### config.mk
export PLATFORM = sky130hd
export DESIGN_NAME = bus_master_arb
export DESIGN_NICKNAME = d
export VERILOG_FILES = /design/src/rtl/bus_master_arb_pkg.sv /design/src/rtl/bus_master_arb_rr_pick.sv /design/src/rtl/bus_master_arb.sv
export SDC_FILE = /design/constraint.sdc
export NUM_CORES = 1
export LEC_CHECK = 0
export ABC_AREA = 0
export ABC_CLOCK_PERIOD_IN_PS = 3600
export CAP_MARGIN = 30
export CORE_AREA = 10 10 123 125
export CTS_BUF_LIST = sky130_fd_sc_hd__clkbuf_4 sky130_fd_sc_hd__clkbuf_8
export CTS_CLUSTER_SIZE = 12
export DETAILED_ROUTE_END_ITERATION = 12
export DIE_AREA = 0 0 133 135
export DONT_BUFFER_PORTS = 1
export SLEW_MARGIN = 0
export SYNTH_ARGS = -nofsm -noshare
export SYNTH_HDL_FRONTEND = slang
export SYNTH_HIERARCHICAL = 1
export SYNTH_SLANG_ARGS = --single-unit
### constraint.sdc
create_clock -name clk -period 3.6 [get_ports clk]
set_input_delay 1.08 -clock clk [delete_from_list [all_inputs] [get_ports clk]]
set_output_delay 1.08 -clock clk [all_outputs]
set_load 0.01 [all_outputs]
### src/rtl/bus_master_arb_pkg.sv
// Shared bus-arbitration types and constants for the system bus master side.
package bus_master_arb_pkg;

  // Active-low bus signalling levels.
  localparam logic ENABLE_  = 1'b0;
  localparam logic DISABLE_ = 1'b1;

  // Fixed master slots used by the CPU core.
  localparam logic [2:0] BUS_MST_IF  = 3'd0;
  localparam logic [2:0] BUS_MST_MEM = 3'd1;

  // Bus owner index (up to eight masters).
  typedef logic [2:0] bus_owner_t;

  // Arbiter state encoding.
  typedef enum logic {
    ARB_IDLE  = 1'b0,
    ARB_GRANT = 1'b1
  } arb_state_e;

  // True when an active-low strobe/request/ready line is asserted.
  function automatic logic is_asserted(input logic sig_);
    return (sig_ == ENABLE_);
  endfunction

endpackage

### src/rtl/bus_master_arb_rr_pick.sv
// Round-robin requester picker: scans last+1, last+2, ... (mod N_MST) and
// returns the first requesting master that is not masked out.
module bus_rr_pick
  import bus_master_arb_pkg::*;
#(
  parameter int N_MST = 4
) (
  input  logic [N_MST-1:0] req,
  input  bus_owner_t       last,
  input  logic [N_MST-1:0] excl,
  output bus_owner_t       pick,
  output logic             found
);

  logic [7:0] cand_s;
  logic [3:0] idx_s;

  // Circular first-match search starting just after the last owner.
  always_comb begin
    cand_s = 8'(req & ~excl);
    pick   = 3'd0;
    found  = 1'b0;
    idx_s  = 4'd0;
    for (int k = 1; k <= N_MST; k++) begin
      idx_s = {1'b0, last} + 4'(k);
      if (idx_s >= 4'(N_MST)) begin
        idx_s = idx_s - 4'(N_MST);
      end else begin
        idx_s = idx_s;
      end
      if (!found && cand_s[idx_s[2:0]]) begin
        found = 1'b1;
        pick  = idx_s[2:0];
      end else begin
        found = found;
        pick  = pick;
      end
    end
  end

endmodule

### src/rtl/bus_master_arb.sv
// Round-robin bus arbiter and master-side multiplexer with a stalled-transfer
// watchdog that revokes the owner's grant when the slave never answers.
module bus_master_arb
  import bus_master_arb_pkg::*;
#(
  parameter int N_MST   = 4,
  parameter int ADDR_W  = 30,
  parameter int DATA_W  = 32,
  parameter int TIMEOUT = 255
) (
  input  logic                    clk,
  input  logic                    reset,
  input  logic [N_MST-1:0]        m_req_,
  output logic [N_MST-1:0]        m_grnt_,
  input  logic [N_MST-1:0]        m_as_,
  input  logic [N_MST*ADDR_W-1:0] m_addr,
  input  logic [N_MST-1:0]        m_rw,
  input  logic [N_MST*DATA_W-1:0] m_wr_data,
  input  logic                    s_rdy_,
  output logic                    s_as_,
  output logic [ADDR_W-1:0]       s_addr,
  output logic                    s_rw,
  output logic [DATA_W-1:0]       s_wr_data,
  output logic [2:0]              owner,
  output logic                    busy,
  output logic                    timeout,
  output logic [2:0]              timeout_mst
);

  // A zero TIMEOUT still needs a legal one-bit counter that is held at zero.
  localparam int WDOG_W = (TIMEOUT > 0) ? $clog2(TIMEOUT + 1) : 1;
  localparam logic [WDOG_W-1:0] WDOG_LIMIT = WDOG_W'(TIMEOUT);
  localparam logic [WDOG_W-1:0] WDOG_MAX   = {WDOG_W{1'b1}};

  arb_state_e         state_r;
  arb_state_e         state_nxt_s;
  bus_owner_t         owner_r;
  bus_owner_t         last_r;
  logic [N_MST-1:0]   grnt_r;
  logic               busy_r;
  logic               timeout_r;
  bus_owner_t         timeout_mst_r;
  logic [WDOG_W-1:0]  wdog_r;
  logic               pending_r;

  logic [7:0]         req8_s;
  logic [7:0]         as8_s;
  logic [7:0]         rw8_s;
  logic [ADDR_W-1:0]  addr_arr_s [8];
  logic [DATA_W-1:0]  data_arr_s [8];
  logic [N_MST-1:0]   excl_s;
  logic [N_MST-1:0]   pick_grnt_s;
  bus_owner_t         pick_s;
  logic               found_s;
  logic               owner_req_s;
  logic               expire_s;
  logic               load_s;
  logic               release_s;
  logic               tmo_s;
  logic               grant_chg_s;

  assign m_grnt_     = grnt_r;
  assign owner       = owner_r;
  assign busy        = busy_r;
  assign timeout     = timeout_r;
  assign timeout_mst = timeout_mst_r;

  // Spread the packed master buses into eight padded slots so the owner index selects directly.
  always_comb begin
    req8_s = 8'h00;
    as8_s  = 8'hFF;
    rw8_s  = 8'hFF;
    for (int i = 0; i < 8; i++) begin
      addr_arr_s[i] = {ADDR_W{1'b0}};
      data_arr_s[i] = {DATA_W{1'b0}};
    end
    for (int i = 0; i < N_MST; i++) begin
      req8_s[i]     = is_asserted(m_req_[i]);
      as8_s[i]      = m_as_[i];
      rw8_s[i]      = m_rw[i];
      addr_arr_s[i] = m_addr[i*ADDR_W +: ADDR_W];
      data_arr_s[i] = m_wr_data[i*DATA_W +: DATA_W];
    end
  end

  // While granted, the current owner is excluded so a release or revoke hands off to someone else.
  always_comb begin
    excl_s      = {N_MST{1'b0}};
    pick_grnt_s = {N_MST{1'b1}};
    for (int i = 0; i < N_MST; i++) begin
      excl_s[i]      = (state_r == ARB_GRANT) && (owner_r == 3'(i));
      pick_grnt_s[i] = (pick_s == 3'(i)) ? ENABLE_ : DISABLE_;
    end
  end

  bus_rr_pick #(
    .N_MST (N_MST)
  ) u_pick (
    .req   (req8_s[N_MST-1:0]),
    .last  (last_r),
    .excl  (excl_s),
    .pick  (pick_s),
    .found (found_s)
  );

  // Owner still requesting, and watchdog expiry (a ready on the expiry cycle suppresses it).
  always_comb begin
    owner_req_s = req8_s[owner_r];
    if ((TIMEOUT > 0) && (state_r == ARB_GRANT) && (wdog_r == WDOG_LIMIT) &&
        !is_asserted(s_rdy_)) begin
      expire_s = 1'b1;
    end else begin
      expire_s = 1'b0;
    end
  end

  // FSM state register.
  always_ff @(posedge clk or negedge reset) begin
    if (!reset) begin
      state_r <= ARB_IDLE;
    end else begin
      state_r <= state_nxt_s;
    end
  end

  // FSM next-state: grant, hand off on release or revoke, or fall back to idle.
  always_comb begin
    state_nxt_s = state_r;
    load_s      = 1'b0;
    release_s   = 1'b0;
    tmo_s       = 1'b0;
    case (state_r)
      ARB_IDLE: begin
        if (found_s) begin
          state_nxt_s = ARB_GRANT;
          load_s      = 1'b1;
        end else begin
          state_nxt_s = ARB_IDLE;
        end
      end
      ARB_GRANT: begin
        if (!owner_req_s || expire_s) begin
          // A master dropping its request takes precedence over a same-cycle expiry.
          release_s = !owner_req_s;
          tmo_s     = owner_req_s;
          if (found_s) begin
            state_nxt_s = ARB_GRANT;
            load_s      = 1'b1;
          end else begin
            state_nxt_s = ARB_IDLE;
          end
        end else begin
          state_nxt_s = ARB_GRANT;
        end
      end
      default: begin
        state_nxt_s = ARB_IDLE;
      end
    endcase
  end

  // FSM output: route the owner's bus signals to the slave side, idle values otherwise.
  always_comb begin
    s_as_     = DISABLE_;
    s_addr    = {ADDR_W{1'b0}};
    s_rw      = 1'b1;
    s_wr_data = {DATA_W{1'b0}};
    if (state_r == ARB_GRANT) begin
      s_as_     = as8_s[owner_r];
      s_addr    = addr_arr_s[owner_r];
      s_rw      = rw8_s[owner_r];
      s_wr_data = data_arr_s[owner_r];
    end else begin
      s_as_     = DISABLE_;
    end
  end

  // Grant, owner, round-robin pointer and timeout report registers.
  always_ff @(posedge clk or negedge reset) begin
    if (!reset) begin
      grnt_r        <= {N_MST{1'b1}};
      busy_r        <= 1'b0;
      owner_r       <= 3'd0;
      last_r        <= 3'(N_MST - 1);
      timeout_r     <= 1'b0;
      timeout_mst_r <= 3'd0;
    end else begin
      timeout_r <= tmo_s;
      if (tmo_s) begin
        timeout_mst_r <= owner_r;
      end
      if (load_s) begin
        owner_r <= pick_s;
        last_r  <= pick_s;
        grnt_r  <= pick_grnt_s;
        busy_r  <= 1'b1;
      end else if (state_nxt_s == ARB_IDLE) begin
        grnt_r  <= {N_MST{1'b1}};
        busy_r  <= 1'b0;
      end
    end
  end

  assign grant_chg_s = load_s | release_s | tmo_s | (state_r == ARB_IDLE);

  // Watchdog: count cycles from the strobe until ready, restarting on every grant change.
  always_ff @(posedge clk or negedge reset) begin
    if (!reset) begin
      wdog_r    <= {WDOG_W{1'b0}};
      pending_r <= 1'b0;
    end else begin
      if (grant_chg_s || is_asserted(s_rdy_)) begin
        pending_r <= 1'b0;
      end else if (is_asserted(s_as_)) begin
        pending_r <= 1'b1;
      end
      if ((TIMEOUT == 0) || grant_chg_s || is_asserted(s_rdy_)) begin
        wdog_r <= {WDOG_W{1'b0}};
      end else if ((pending_r || is_asserted(s_as_)) && (wdog_r != WDOG_MAX)) begin
        wdog_r <= wdog_r + {{(WDOG_W-1){1'b0}}, 1'b1};
      end
    end
  end

endmodule

==> results.json <==
{
  "vias": 2875,
  "rsz0062_at_grt": "no",
  "clkTransAtPathRegs_ns": 0.08,
  "dp_cells": 455,
  "cts_root_buf": "clkbuf_8",
  "drt_iter0_markers": 242,
  "status": "finished, final reports clean",
  "grt_overflow_total": 0,
  "final_area_um2": 3660,
  "drc": 0,
  "place_area_um2": 3600,
  "ys_seq_area_frac": 0.176,
  "comb_power_share": 0.813,
  "powerDensity_nw_per_um2": 966,
  "die_area_um2": 18000,
  "wl_per_cell_um": 39.5,
  "arrival_ns": 2.03,
  "drt-total-wl_um": 18200,
  "track_usage": 0.192,
  "worstPathMaxFanout": 45,
  "first_pass_iters": 5,
  "drv_cap": 0,
  "relSlewSlack": 0.548,
  "setup_tns_ns": 0,
  "final_cells": 461,
  "ctsHtreeMaxLevel": 1,
  "synth_flop_cell": "dfrtp_1",
  "ff_latch_area_um2": 613,
  "cts_tree": "built",
  "path_class": "register to output pin",
  "syn_to_final_growth_pct": 6.25,
  "fmax_ghz": 0.322,
  "die_x_um": 133,
  "power_frac_seq": 0.135,
  "fin_crit_sh": 0.863,
  "cts_resized": 0,
  "syn_avg_cell_area_um2": 11.3,
  "avgViaCountPerCell": 6.24,
  "slew_violations": 0,
  "setup_viol": 0,
  "gp_congestion": 0.879,
  "leakage_nw": 1.24,
  "async_reset_ff_frac": 1.00,
  "netSwitchingFraction": 0.528,
  "cts.path.max_buffers": 2,
  "place_hpwl_um": 16000,
  "ir_drop_uv": 952,
  "clock-sinks": 24,
  "core.rowCount": 41,
  "drt.antenna.violating_nets": 0,
  "grt_pass1_vias": 3013,
  "grt_pass1_wl_um": 25000,
  "finalCriticalPeriod_ns": 3.11,
  "yosys_warnings": 6,
  "drive_gt1_frac": 0.352,
  "core_area_um2": 12600,
  "clkLatencyLatePin_ns": 0.27,
  "ys_ff_latch": 24,
  "num_io_pins": 339,
  "cp-start-kind": "register",
  "syn_nets": 572,
  "initial_core_util": 0.274,
  "syn_inst": 306,
  "hold_path_class": "primary input to async pin",
  "synth.cell_area_um2": 3450,
  "die_h_um": 135,
  "end_kind": "output pin",
  "clkPwrFrac": 0.052,
  "multi_input_area_um2": 2660,
  "switchingPower_mw": 1.87,
  "internal-power_mw": 1.67,
  "finClkSkew_ns": 0.00420,
  "ys_types": 51,
  "antenna_found_initial": 6,
  "nNetsFinal": 554,
  "tightest_slew_ns": 0.677,
  "nFillCells": 1310,
  "postCtsHoldBufs": 0,
  "total_power_mw": 3.54,
  "timing_hold_violations_final": 0,
  "post-cts-setup-buffer-count": 0,
  "grt_max_degree": 46,
  "critPathRequiredTime_ns": 2.52,
  "cts_inserted_buffers": 3,
  "synth_edf_count": 0,
  "portBuffers": 0
}
==> state kept, by name (all words and copies together), names as in the netlist <==
name         flops
last_r           2
state_r          1
m_grnt_          4
wdog_r           8
owner            3
timeout          1
busy             1
pending_r        1
timeout_mst      3
==> final timing paths <==
path,startpoint,to,slack (ns),depth (start not counted)
min reg2reg,timeout_mst[2],timeout_mst[2],0.59,1
max,owner[0],s_addr[4],0.49,3
max reg2reg,owner[2],m_grnt_[3],0.61,10
min,reset,pending_r,0.50,0
min in group clk,timeout_mst[2],timeout_mst[2],0.59,1
max in group asynchronous,reset,m_grnt_[3],2.93,0
==> layout by cell type, fill, tap and decap left out, types with 8 or more instances in the layout <==
master,instances
mux4_2,65
and2_1,65
dfrtp_1,16
inv_1,10
o21ai_0,9
mux2i_1,8
nor3_1,8
or3_1,8
a21oi_1,8
nor2_1,8
==> cell type report <==
type                    count  area share
inverters                  12      0.0123
multi-input cells         240       0.727
repair buffers              7      0.0178
flip-flops and latches     24       0.167
clock buffers               4      0.0150
well taps                 172      0.0588
diodes                      2     0.00137
==> kinds of logic (layout without fill, tap and decap cells) <==
group | after synthesis | after routing | synth area share
buf+inv | 42 | 23 | 0.0530
flops | 24 | 24 | 0.176
other cells | 1 | 3 | 0.00109
xor+xnor | 1 | 1 | 0.00254
mux | 79 | 79 | 0.468
compound gates | 33 | 33 | 0.0697
simple gates | 123 | 123 | 0.219
fa+ha+maj | 3 | 3 | 0.0109
==> worst max-delay path: stages, from the launching register on <==
cell and delay, ns:
dfrtp_4 0.51, buf_12 0.32, mux4_2 0.60, and2_1 0.28
==> layer usage <==
metal | vias to the layer above | wire length, um | global-route usage
li1 | 1148 | - | -
met1 | 1453 | 6200 | 0.211
met2 | 251 | 8240 | 0.298
met3 | 17 | 3610 | 0.146
met4 | 6 | 126 | 0.0232
met5 | - | 35 | 0
==> cells in the mapped netlist, types with 3 or more instances <==
cell       n  area, um2
dfstp_2    6        158
nand2b_1   4       25.0
o21ai_0    9       45.0
and2_1    65        407
inv_1     10       37.5
mux2_2     6       67.6
buf_2     11       55.1
nand3_1    5       25.0
nor3_1     8       40.0
nand4_1    4       25.0
dfrtp_1   18        450
nor2_1     8       30.0
mux4_2    65       1460
or3_1      8       50.1
nand2_1    3       11.3
clkbuf_1  14       52.6
a21oi_1    8       40.0
a31oi_1    3       18.8
ha_1       3       37.5
nor2b_1    3       18.8
buf_4      3       22.5
mux2i_1    8       80.1
==> per-stage QoR <==
step | utilization | hold WS [ns] | worst slack, ns
3_3_place_gp | 0.287 | 0.561 | 0.647
3_5_place_dp | 0.287 | 0.574 | 0.644
5_1_grt | 0.291 | 0.480 | 0.290
2_1_floorplan | - | 0.532 | 0.714
6_report | 0.291 | 0.497 | 0.495
4_1_cts | 0.291 | 0.487 | 0.402
==> power groups by stage <==
stage	Sequential [mW]	Combinational, mW	Clock [mW]
finish	0.476	2.88	0.184
global route	0.491	3.12	0.199
CTS	0.476	2.90	0.189
detailed placement	0.482	2.87	0
global placement	0.479	2.84	0
floorplan	0.411	2.25	0
No activity file was read; power rests on OpenSTA's default activity.
